==> src/rtl/ccd_timing_gen_if.sv <==
// Register-write bus and sample-stream handshake of the CCD timing generator.
// The master drives config writes and samples; the slave (the generator)
// returns s_ready on the cycle a sample is consumed.
interface ccd_timing_gen_if #(
  parameter int DAC_W = 14
);
  logic             cfg_valid;
  logic [3:0]       cfg_addr;
  logic [15:0]      cfg_data;
  logic [DAC_W-1:0] s_data;
  logic             s_valid;
  logic             s_ready;

  modport master (
    output cfg_valid, cfg_addr, cfg_data, s_data, s_valid,
    input  s_ready
  );

  modport slave (
    input  cfg_valid, cfg_addr, cfg_data, s_data, s_valid,
    output s_ready
  );
endinterface

==> src/rtl/ccd_timing_gen.sv <==
// CCD / ADC functional-test timing generator.
// Walks a (ph, px, ln) counter nest, fetches one sample per active pixel from
// the stream and produces registered DAC data plus CLK/SHP/SHD/CLPDM/HD/VD.
// Every timing output is a function of the previous cycle's counters.
module ccd_timing_gen #(
  parameter int DAC_W = 14,
  parameter int PH_W  = 8,
  parameter int PIX_W = 10,
  parameter int LN_W  = 10
) (
  input  logic             sys_clk,
  input  logic             rst,
  input  logic             start,
  input  logic             stop,
  input  logic             mode_ccd,
  ccd_timing_gen_if.slave  bus,
  output logic [DAC_W-1:0] dac_d,
  output logic             clk_out,
  output logic             shp,
  output logic             shd,
  output logic             clpdm,
  output logic             hd,
  output logic             vd,
  output logic             busy,
  output logic             underrun,
  output logic [1:0]       state_o
);

  // Widths one bit wider than the counters so a full 2^N period/length fits.
  localparam int PW = PH_W + 1;
  localparam int XW = PIX_W + 1;
  localparam int LW = LN_W + 1;

  typedef enum logic [1:0] {
    ST_IDLE     = 2'd0,
    ST_RUN      = 2'd1,
    ST_STOPPING = 2'd2
  } state_t;

  // Phase-domain registers: 0 PERIOD, 1 CLK_FALL, 2 SHP_FALL, 3 SHP_RISE,
  // 4 SHD_FALL, 5 SHD_RISE.
  localparam logic [PW-1:0] EDGE_RST [0:5] = '{
    PW'(16), PW'(8), PW'(2), PW'(6), PW'(10), PW'(14)
  };

  state_t state_q, state_d;

  logic [PW-1:0]    edge_val [0:5];
  logic [DAC_W-1:0] black_q;
  logic [XW-1:0]    line_len_q;
  logic [XW-1:0]    blank_len_q;
  logic [LW-1:0]    frame_lines_q;

  logic [PH_W-1:0]  ph_q;
  logic [PIX_W-1:0] px_q;
  logic [LN_W-1:0]  ln_q;
  logic             mode_q;
  logic [DAC_W-1:0] pix_q;
  logic             underrun_q;

  logic [DAC_W-1:0] dac_q, dac_d_next;
  logic             clk_out_q, clk_out_d;
  logic             shp_q, shp_d;
  logic             shd_q, shd_d;
  logic             clpdm_q, clpdm_d;
  logic             hd_q, hd_d;
  logic             vd_q, vd_d;

  logic [PW-1:0]    period;
  logic [PW-1:0]    ph_ext;
  logic [XW-1:0]    px_ext;
  logic [LW-1:0]    ln_ext;
  logic             cfg_we;
  logic             running;
  logic             start_ok;
  logic             enter_run;
  logic             ph_last, px_last, ln_last, line_end;
  logic             active;
  logic             fetch;
  logic [DAC_W-1:0] fetch_val;

  assign period    = edge_val[0];
  assign ph_ext    = {1'b0, ph_q};
  assign px_ext    = {1'b0, px_q};
  assign ln_ext    = {1'b0, ln_q};
  assign cfg_we    = bus.cfg_valid && (state_q == ST_IDLE);
  assign running   = (state_q != ST_IDLE);
  assign start_ok  = (period >= PW'(4)) && (blank_len_q < line_len_q);
  assign enter_run = (state_q == ST_IDLE) && start && start_ok;
  assign ph_last   = (ph_ext == period - PW'(1));
  assign px_last   = (px_ext == line_len_q - XW'(1));
  assign ln_last   = (ln_ext == frame_lines_q - LW'(1));
  assign line_end  = ph_last && px_last;
  assign active    = (px_ext < (line_len_q - blank_len_q));
  assign fetch     = running && active && (ph_q == '0);
  assign fetch_val = bus.s_valid ? bus.s_data : black_q;

  // Phase-domain config registers, one writable slot per address 0..5.
  for (genvar gi = 0; gi < 6; gi++) begin : g_edge
    logic [PW-1:0] val_q;
    always_ff @(posedge sys_clk) begin
      if (rst)
        val_q <= EDGE_RST[gi];
      else if (cfg_we && (bus.cfg_addr == 4'(gi)))
        val_q <= bus.cfg_data[PW-1:0];
    end
    assign edge_val[gi] = val_q;
  end

  // Remaining config registers: black level, line length, blanking, frame height.
  always_ff @(posedge sys_clk) begin
    if (rst) begin
      black_q       <= '0;
      line_len_q    <= XW'(256);
      blank_len_q   <= XW'(10);
      frame_lines_q <= LW'(1);
    end else if (cfg_we) begin
      case (bus.cfg_addr)
        4'd6:    black_q       <= bus.cfg_data[DAC_W-1:0];
        4'd7:    line_len_q    <= bus.cfg_data[XW-1:0];
        4'd8:    blank_len_q   <= bus.cfg_data[XW-1:0];
        4'd9:    frame_lines_q <= bus.cfg_data[LW-1:0];
        default: ;
      endcase
    end
  end

  // State register.
  always_ff @(posedge sys_clk) begin
    if (rst) state_q <= ST_IDLE;
    else     state_q <= state_d;
  end

  // Next-state logic; frame completion takes priority over a concurrent stop.
  always_comb begin
    state_d = state_q;
    case (state_q)
      ST_IDLE:     if (enter_run) state_d = ST_RUN;
      ST_RUN: begin
        if (line_end && ln_last) state_d = ST_IDLE;
        else if (stop)           state_d = ST_STOPPING;
      end
      ST_STOPPING: if (line_end) state_d = ST_IDLE;
      default:     state_d = ST_IDLE;
    endcase
  end

  // Phase / pixel / line counters; cleared on entry to RUN and on return to IDLE.
  always_ff @(posedge sys_clk) begin
    if (rst || enter_run || (running && state_d == ST_IDLE)) begin
      ph_q <= '0;
      px_q <= '0;
      ln_q <= '0;
    end else if (running) begin
      if (ph_last) begin
        ph_q <= '0;
        if (px_last) begin
          px_q <= '0;
          ln_q <= ln_q + 1'b1;
        end else begin
          px_q <= px_q + 1'b1;
        end
      end else begin
        ph_q <= ph_q + 1'b1;
      end
    end
  end

  // Mode latch, sample holding register and sticky underrun flag.
  always_ff @(posedge sys_clk) begin
    if (rst) begin
      mode_q     <= 1'b0;
      pix_q      <= '0;
      underrun_q <= 1'b0;
    end else begin
      if (enter_run) begin
        mode_q     <= mode_ccd;
        underrun_q <= 1'b0;
      end
      if (fetch) begin
        pix_q <= fetch_val;
        if (!bus.s_valid) underrun_q <= 1'b1;
      end
    end
  end

  // Next value of every timing output from the current counters.
  always_comb begin
    dac_d_next = black_q;
    clk_out_d  = 1'b0;
    shp_d      = 1'b1;
    shd_d      = 1'b1;
    clpdm_d    = 1'b0;
    hd_d       = 1'b0;
    vd_d       = 1'b0;
    if (running) begin
      clk_out_d = (ph_ext < edge_val[1]);
      shp_d     = !((ph_ext >= edge_val[2]) && (ph_ext < edge_val[3]));
      shd_d     = !((ph_ext >= edge_val[4]) && (ph_ext < edge_val[5]));
      clpdm_d   = !active;
      hd_d      = (px_q == '0);
      vd_d      = (ln_q == '0);
      if (active) begin
        if (mode_q && (ph_ext < (period >> 1)))
          dac_d_next = black_q;
        else
          dac_d_next = fetch ? fetch_val : pix_q;
      end
    end
  end

  // Output registers.
  always_ff @(posedge sys_clk) begin
    if (rst) begin
      dac_q     <= '0;
      clk_out_q <= 1'b0;
      shp_q     <= 1'b1;
      shd_q     <= 1'b1;
      clpdm_q   <= 1'b0;
      hd_q      <= 1'b0;
      vd_q      <= 1'b0;
    end else begin
      dac_q     <= dac_d_next;
      clk_out_q <= clk_out_d;
      shp_q     <= shp_d;
      shd_q     <= shd_d;
      clpdm_q   <= clpdm_d;
      hd_q      <= hd_d;
      vd_q      <= vd_d;
    end
  end

  assign bus.s_ready = fetch;
  assign dac_d       = dac_q;
  assign clk_out     = clk_out_q;
  assign shp         = shp_q;
  assign shd         = shd_q;
  assign clpdm       = clpdm_q;
  assign hd          = hd_q;
  assign vd          = vd_q;
  assign busy        = running;
  assign underrun    = underrun_q;
  assign state_o     = state_q;

endmodule

==> src/flat_wrapper.sv <==
// flat-port wrapper written by rule: the top's interface ports become plain ports
module ccd_timing_gen_flat 
#(
  parameter int DAC_W = 14,
  parameter int PH_W  = 8,
  parameter int PIX_W = 10,
  parameter int LN_W  = 10
)
  (sys_clk, rst, start, stop, mode_ccd, dac_d, clk_out, shp, shd, clpdm, hd, vd, busy, underrun, state_o, bus_cfg_valid, bus_cfg_addr, bus_cfg_data, bus_s_data, bus_s_valid, bus_s_ready);
  ccd_timing_gen_if #(.DAC_W(DAC_W)) bus_i ();
  input  logic sys_clk;
  input  logic rst;
  input  logic start;
  input  logic stop;
  input  logic mode_ccd;
  output logic [DAC_W-1:0] dac_d;
  output logic clk_out;
  output logic shp;
  output logic shd;
  output logic clpdm;
  output logic hd;
  output logic vd;
  output logic busy;
  output logic underrun;
  output logic [1:0] state_o;
  input wire logic [$bits(bus_i.cfg_valid)-1:0] bus_cfg_valid;
  input wire logic [$bits(bus_i.cfg_addr)-1:0] bus_cfg_addr;
  input wire logic [$bits(bus_i.cfg_data)-1:0] bus_cfg_data;
  input wire logic [$bits(bus_i.s_data)-1:0] bus_s_data;
  input wire logic [$bits(bus_i.s_valid)-1:0] bus_s_valid;
  output wire logic [$bits(bus_i.s_ready)-1:0] bus_s_ready;
  assign bus_i.cfg_valid = bus_cfg_valid;
  assign bus_i.cfg_addr = bus_cfg_addr;
  assign bus_i.cfg_data = bus_cfg_data;
  assign bus_i.s_data = bus_s_data;
  assign bus_i.s_valid = bus_s_valid;
  assign bus_s_ready = bus_i.s_ready;
  ccd_timing_gen #(.DAC_W(DAC_W), .PH_W(PH_W), .PIX_W(PIX_W), .LN_W(LN_W)) u_core (.sys_clk(sys_clk), .rst(rst), .start(start), .stop(stop), .mode_ccd(mode_ccd), .bus(bus_i), .dac_d(dac_d), .clk_out(clk_out), .shp(shp), .shd(shd), .clpdm(clpdm), .hd(hd), .vd(vd), .busy(busy), .underrun(underrun), .state_o(state_o));
endmodule
==> config.mk <==
export PLATFORM = sky130hd
export DESIGN_NAME = ccd_timing_gen_flat
export DESIGN_NICKNAME = d
export VERILOG_FILES = /design/src/rtl/ccd_timing_gen_if.sv /design/src/rtl/ccd_timing_gen.sv /design/src/flat_wrapper.sv
export SDC_FILE = /design/constraint.sdc
export NUM_CORES = 1
export LEC_CHECK = 0
export ABC_AREA = 1
export CAP_MARGIN = 25
export CORE_ASPECT_RATIO = 0.75
export CORE_MARGIN = 3
export CORE_UTILIZATION = 35
export CTS_CLUSTER_DIAMETER = 40
export DETAILED_ROUTE_END_ITERATION = 16
export GPL_ROUTABILITY_DRIVEN = 0
export GPL_TIMING_DRIVEN = 0
export MAX_ROUTING_LAYER = met4
export PLACE_DENSITY = 0.62
export SYNTH_ARGS = -nofsm -noshare
export SYNTH_HDL_FRONTEND = slang
export SYNTH_SLANG_ARGS = --single-unit
==> constraint.sdc <==
create_clock -name sys_clk -period 4.7 [get_ports sys_clk]
set_input_delay 0.94 -clock sys_clk [delete_from_list [all_inputs] [get_ports sys_clk]]
set_output_delay 0.94 -clock sys_clk [all_outputs]
set_load 0.005 [all_outputs]
==> results.py <==
metrics = {
    "layout": {
        "final_common_cell": "nand2_1",
        "final_cell_mix": "235 x nand2_1, 200 x inv_1, 165 x dfxtp_1",
        "fin_cells": 1781,
        "design_area_um2": 11000,
        "drive_gt1_share_pct": 4.04,
        "fin_nets": 1539,
        "fill_cells": 2664,
        "area_delta_synth_final_pct": 17.0,
        "antennaDiodeCount": 0,
    },
    "floorplanning": {
        "placementRows": 51,
        "die_x_um": 196,
        "die_h_um": 148,
        "fp.coreArea_um2": 26200,
        "dieArea_um2": 29000,
        "io_pins": 66,
        "initial_core_util_pct": 35.9,
    },
    "grt": {
        "grt_antenna_before_repair": 0,
        "grt_first_pass_wirelength_um": 43800,
        "grt_max_degree": 18,
        "grt_pass1_vias": 8143,
        "grt_remaining_overflow": 0,
        "grt_usage_pct": 19.7,
    },
    "worst_hold_path": {
        "hold_depth": 2,
        "min_delay_worst_endpoint": "u_core.g_edge[4].val_q[7]$_SDFFE_PP0P_",
        "hp-start": "u_core.g_edge[4].val_q[7]$_SDFFE_PP0P_",
        "hold_path.class": "flop to flop",
    },
    "synth": {
        "synth.ff_latch_count": 167,
        "netlist_area_um2": 9430,
        "synth_fp_nets": 1464,
        "ys_types": 39,
        "avgSynthCellArea_um2": 6.99,
        "synthCells": 1349,
        "yosysSeqAreaShare_pct": 35.5,
        "yosys_warnings": 0,
    },
    "power": {
        "p_leak_uw": 0.00472,
        "swShare_pct": 28.7,
        "irDropWorstVdd_uv": 262,
        "clockPowerShare_pct": 42.4,
        "p_int_uw": 2370,
        "p_switching_uw": 955,
        "p_seq_share_pct": 44.5,
        "power_density_nw_per_um2": 302,
        "p_comb_share_pct": 13.0,
    },
    "timing": {
        "setup_tns_ns": 0,
        "period_share_pct": 94.3,
        "timing.final.ws_setup_ns": 0.267,
        "max_freq_ghz": 0.226,
        "hold_viol": 0,
        "rsz0062_at_grt": "false",
        "finalSetupViolations": 0,
        "worst_pin_slew_ns": 1.11,
        "relSlewSlack_pct": 25.8,
        "final-max-slew-violation-count": 0,
        "finalCriticalPeriod_ns": 4.43,
        "skew_ns": 0.0129,
    },
    "job": {
        "maxCapViolCount": 0,
    },
    "cts": {
        "numCtsBuffers": 17,
        "cts_hold_buf": 0,
        "clock_latency_ns": 0.45,
        "clk_pin_slew_ns": 0.07,
        "clock_path_buffers": 2,
        "cts.root.buffer_cell": "clkbuf_16",
        "cts_tree": "built",
        "clock_sinks": 167,
        "cts_htree_levels": 4,
    },
    "setup_path": {
        "r2r_slack_ns": 0.97,
        "critPathKind": "flop to output port",
        "cp_common_cell": "nand2_1",
        "r2r_start": "u_core.blank_len_q[2]$_SDFFE_PP0P_",
        "r2r_end": "u_core.dac_d[5]$_SDFF_PP0_",
        "r2r_cells": 25,
        "cp-startpoint": "u_core.blank_len_q[2]$_SDFFE_PP0P_",
        "crit_required_ns": 3.76,
        "slowest_delay_ns": 0.39,
        "end_kind": "output port",
        "crit_fanout": 4,
        "path_cells": "inv_1 -> ha_1 -> a21oi_2 -> nand2_1 -> nand2_1 -> nand2_1 -> a21oi_1 -> xor2_1 -> ha_1 -> nand2_1 -> inv_1 -> nand4_1 -> nand2_1 -> nand2_1 -> nand2_1 -> nand2_1 -> nand2_1 -> nand2_4 -> nand2_1 -> nor3_4 -> dlygate4sd2_1",
        "cp_slowest_cell": "dfxtp_1",
        "start_kind": "flop",
        "crit_arrival_ns": 3.49,
    },
    "drt": {
        "vias": 8911,
        "drt_iter0_markers": 667,
        "wl_um": 27800,
        "viasPerCell": 5.00,
        "drcViolationCount": 0,
        "firstDrtPassIters": 7,
        "routedWlPerCell_um": 15.6,
        "final_antenna_net_count": 0,
    },
    "status": {
        "status": "finished, final reports clean",
    },
    "placement": {
        "io_buffers": 55,
        "placed_cells": 1748,
        "dp_slack_ns": -0.0372,
        "place_area_um2": 10400,
        "hpwlAfterDp_um": 20400,
    },
}
## cell families after synthesis
group | count (synthesis) | synth area share, %
AOI/OAI and AO/OA | 306 | 17.6
and+or+nand+nor | 508 | 22.8
xor gates and xnor gates | 44 | 4.09
DFF | 167 | 35.5
buffers and inverters | 250 | 10.2
adders and majority gates | 74 | 9.90
## timing repair
| item | 4_1_cts | 5_1_grt |
|---|---|---|
| setup buffers | 1 | 0 |
| gates resized for setup | 9 | 1 |
| setup endpoints to repair | 1 | 1 |
| pin swaps | 1 | 0 |
## area by class of cell
cell class                      count  area (um^2)  area share [%]
Buffer                             45          194            1.76
Clock buffer                       17          425            3.86
Clock inverter                     15          158            1.43
Inverter                          205          769            6.98
Multi-Input combinational cell    932         5150            46.7
Sequential cell                   167         3350            30.3
Tap cell                          344          430            3.90
Timing Repair Buffer               56          557            5.05
## metal layers
metal	vias up	routed length (um)	track usage, %
li1	4568	-	-
met1	4078	13700	28.0
met2	244	11900	28.6
met3	21	1850	4.44
met4	0	329	4.70
met5	-	0	-
## critical path: cells and delay by family, from the launching register on
family / cells / cell delay, ns
and+or+nand+nor: 13 / 1.12
adders and majority gates: 2 / 0.63
buffers and inverters: 3 / 0.40
DFF: 1 / 0.39
AOI/OAI and AO/OA: 2 / 0.34
xor gates and xnor gates: 1 / 0.20
## through the flow
step | hold WS, ns | util [%] | power, uW
after floorplan | 0.422 | - | 1760
after global placement | 0.446 | 39.7 | 1930
after detailed placement | 0.453 | 39.7 | 1940
after CTS | 0.464 | 42.0 | 3350
after global routing | 0.475 | 42.0 | 3470
final | 0.460 | 42.0 | 3330
## Yosys cell counts, drive strengths merged
library cell	number	area share, %
dfxtp	167	35
o31ai	4	0.32
a22oi	2	0.16
nor3	21	1.2
o21a	4	0.32
o211a	1	0.11
clkbuf	29	1.2
a21oi	136	7.2
nand3b	3	0.24
a21o	5	0.40
xnor2	15	1.4
xor2	29	2.7
a211oi	1	0.080
o21ai	128	6.8
fa	1	0.21
ha	73	9.7
o211ai	15	1.2
o2111ai	2	0.19
o311ai	1	0.093
nor4	8	0.53
buf	16	0.90
o21bai	2	0.28
a21boi	4	0.32
o41ai	1	0.093
nand3	73	3.9
clkinv	4	0.16
nor2	142	5.8
nand2	238	9.5
nand4	23	1.5
inv	201	8.0
## worst max-delay path by stage
stage,end,slack (ns)
after floorplan,bus_s_ready,1.21
after global placement,bus_s_ready,-0.09
after detailed placement,bus_s_ready,-0.04
after CTS,bus_s_ready,0.27
after global routing,bus_s_ready,0.003
final,bus_s_ready,0.27
## power groups by stage
stage          clock network, uW  logic [uW]  registers (uW)
2_1_floorplan                  0         255            1510
3_3_place_gp                   0         420            1510
3_5_place_dp                   0         426            1510
6_report                    1410         434            1480
5_1_grt                     1500         482            1490
4_1_cts                     1440         431            1480
## registers in the layout, summed over array words and instances (netlist names), 2 cells and up
name                  flops
u_core.pix_q             14
u_core.line_len_q        11
u_core.blank_len_q       11
u_core.px_q              10
u_core.black_q           14
u_core.state_o            2
u_core.frame_lines_q     11
u_core.ph_q               8
u_core.dac_d             14
u_core.g_edge.val_q      54
u_core.ln_q              10
No activity file was read; power rests on OpenSTA's default activity.
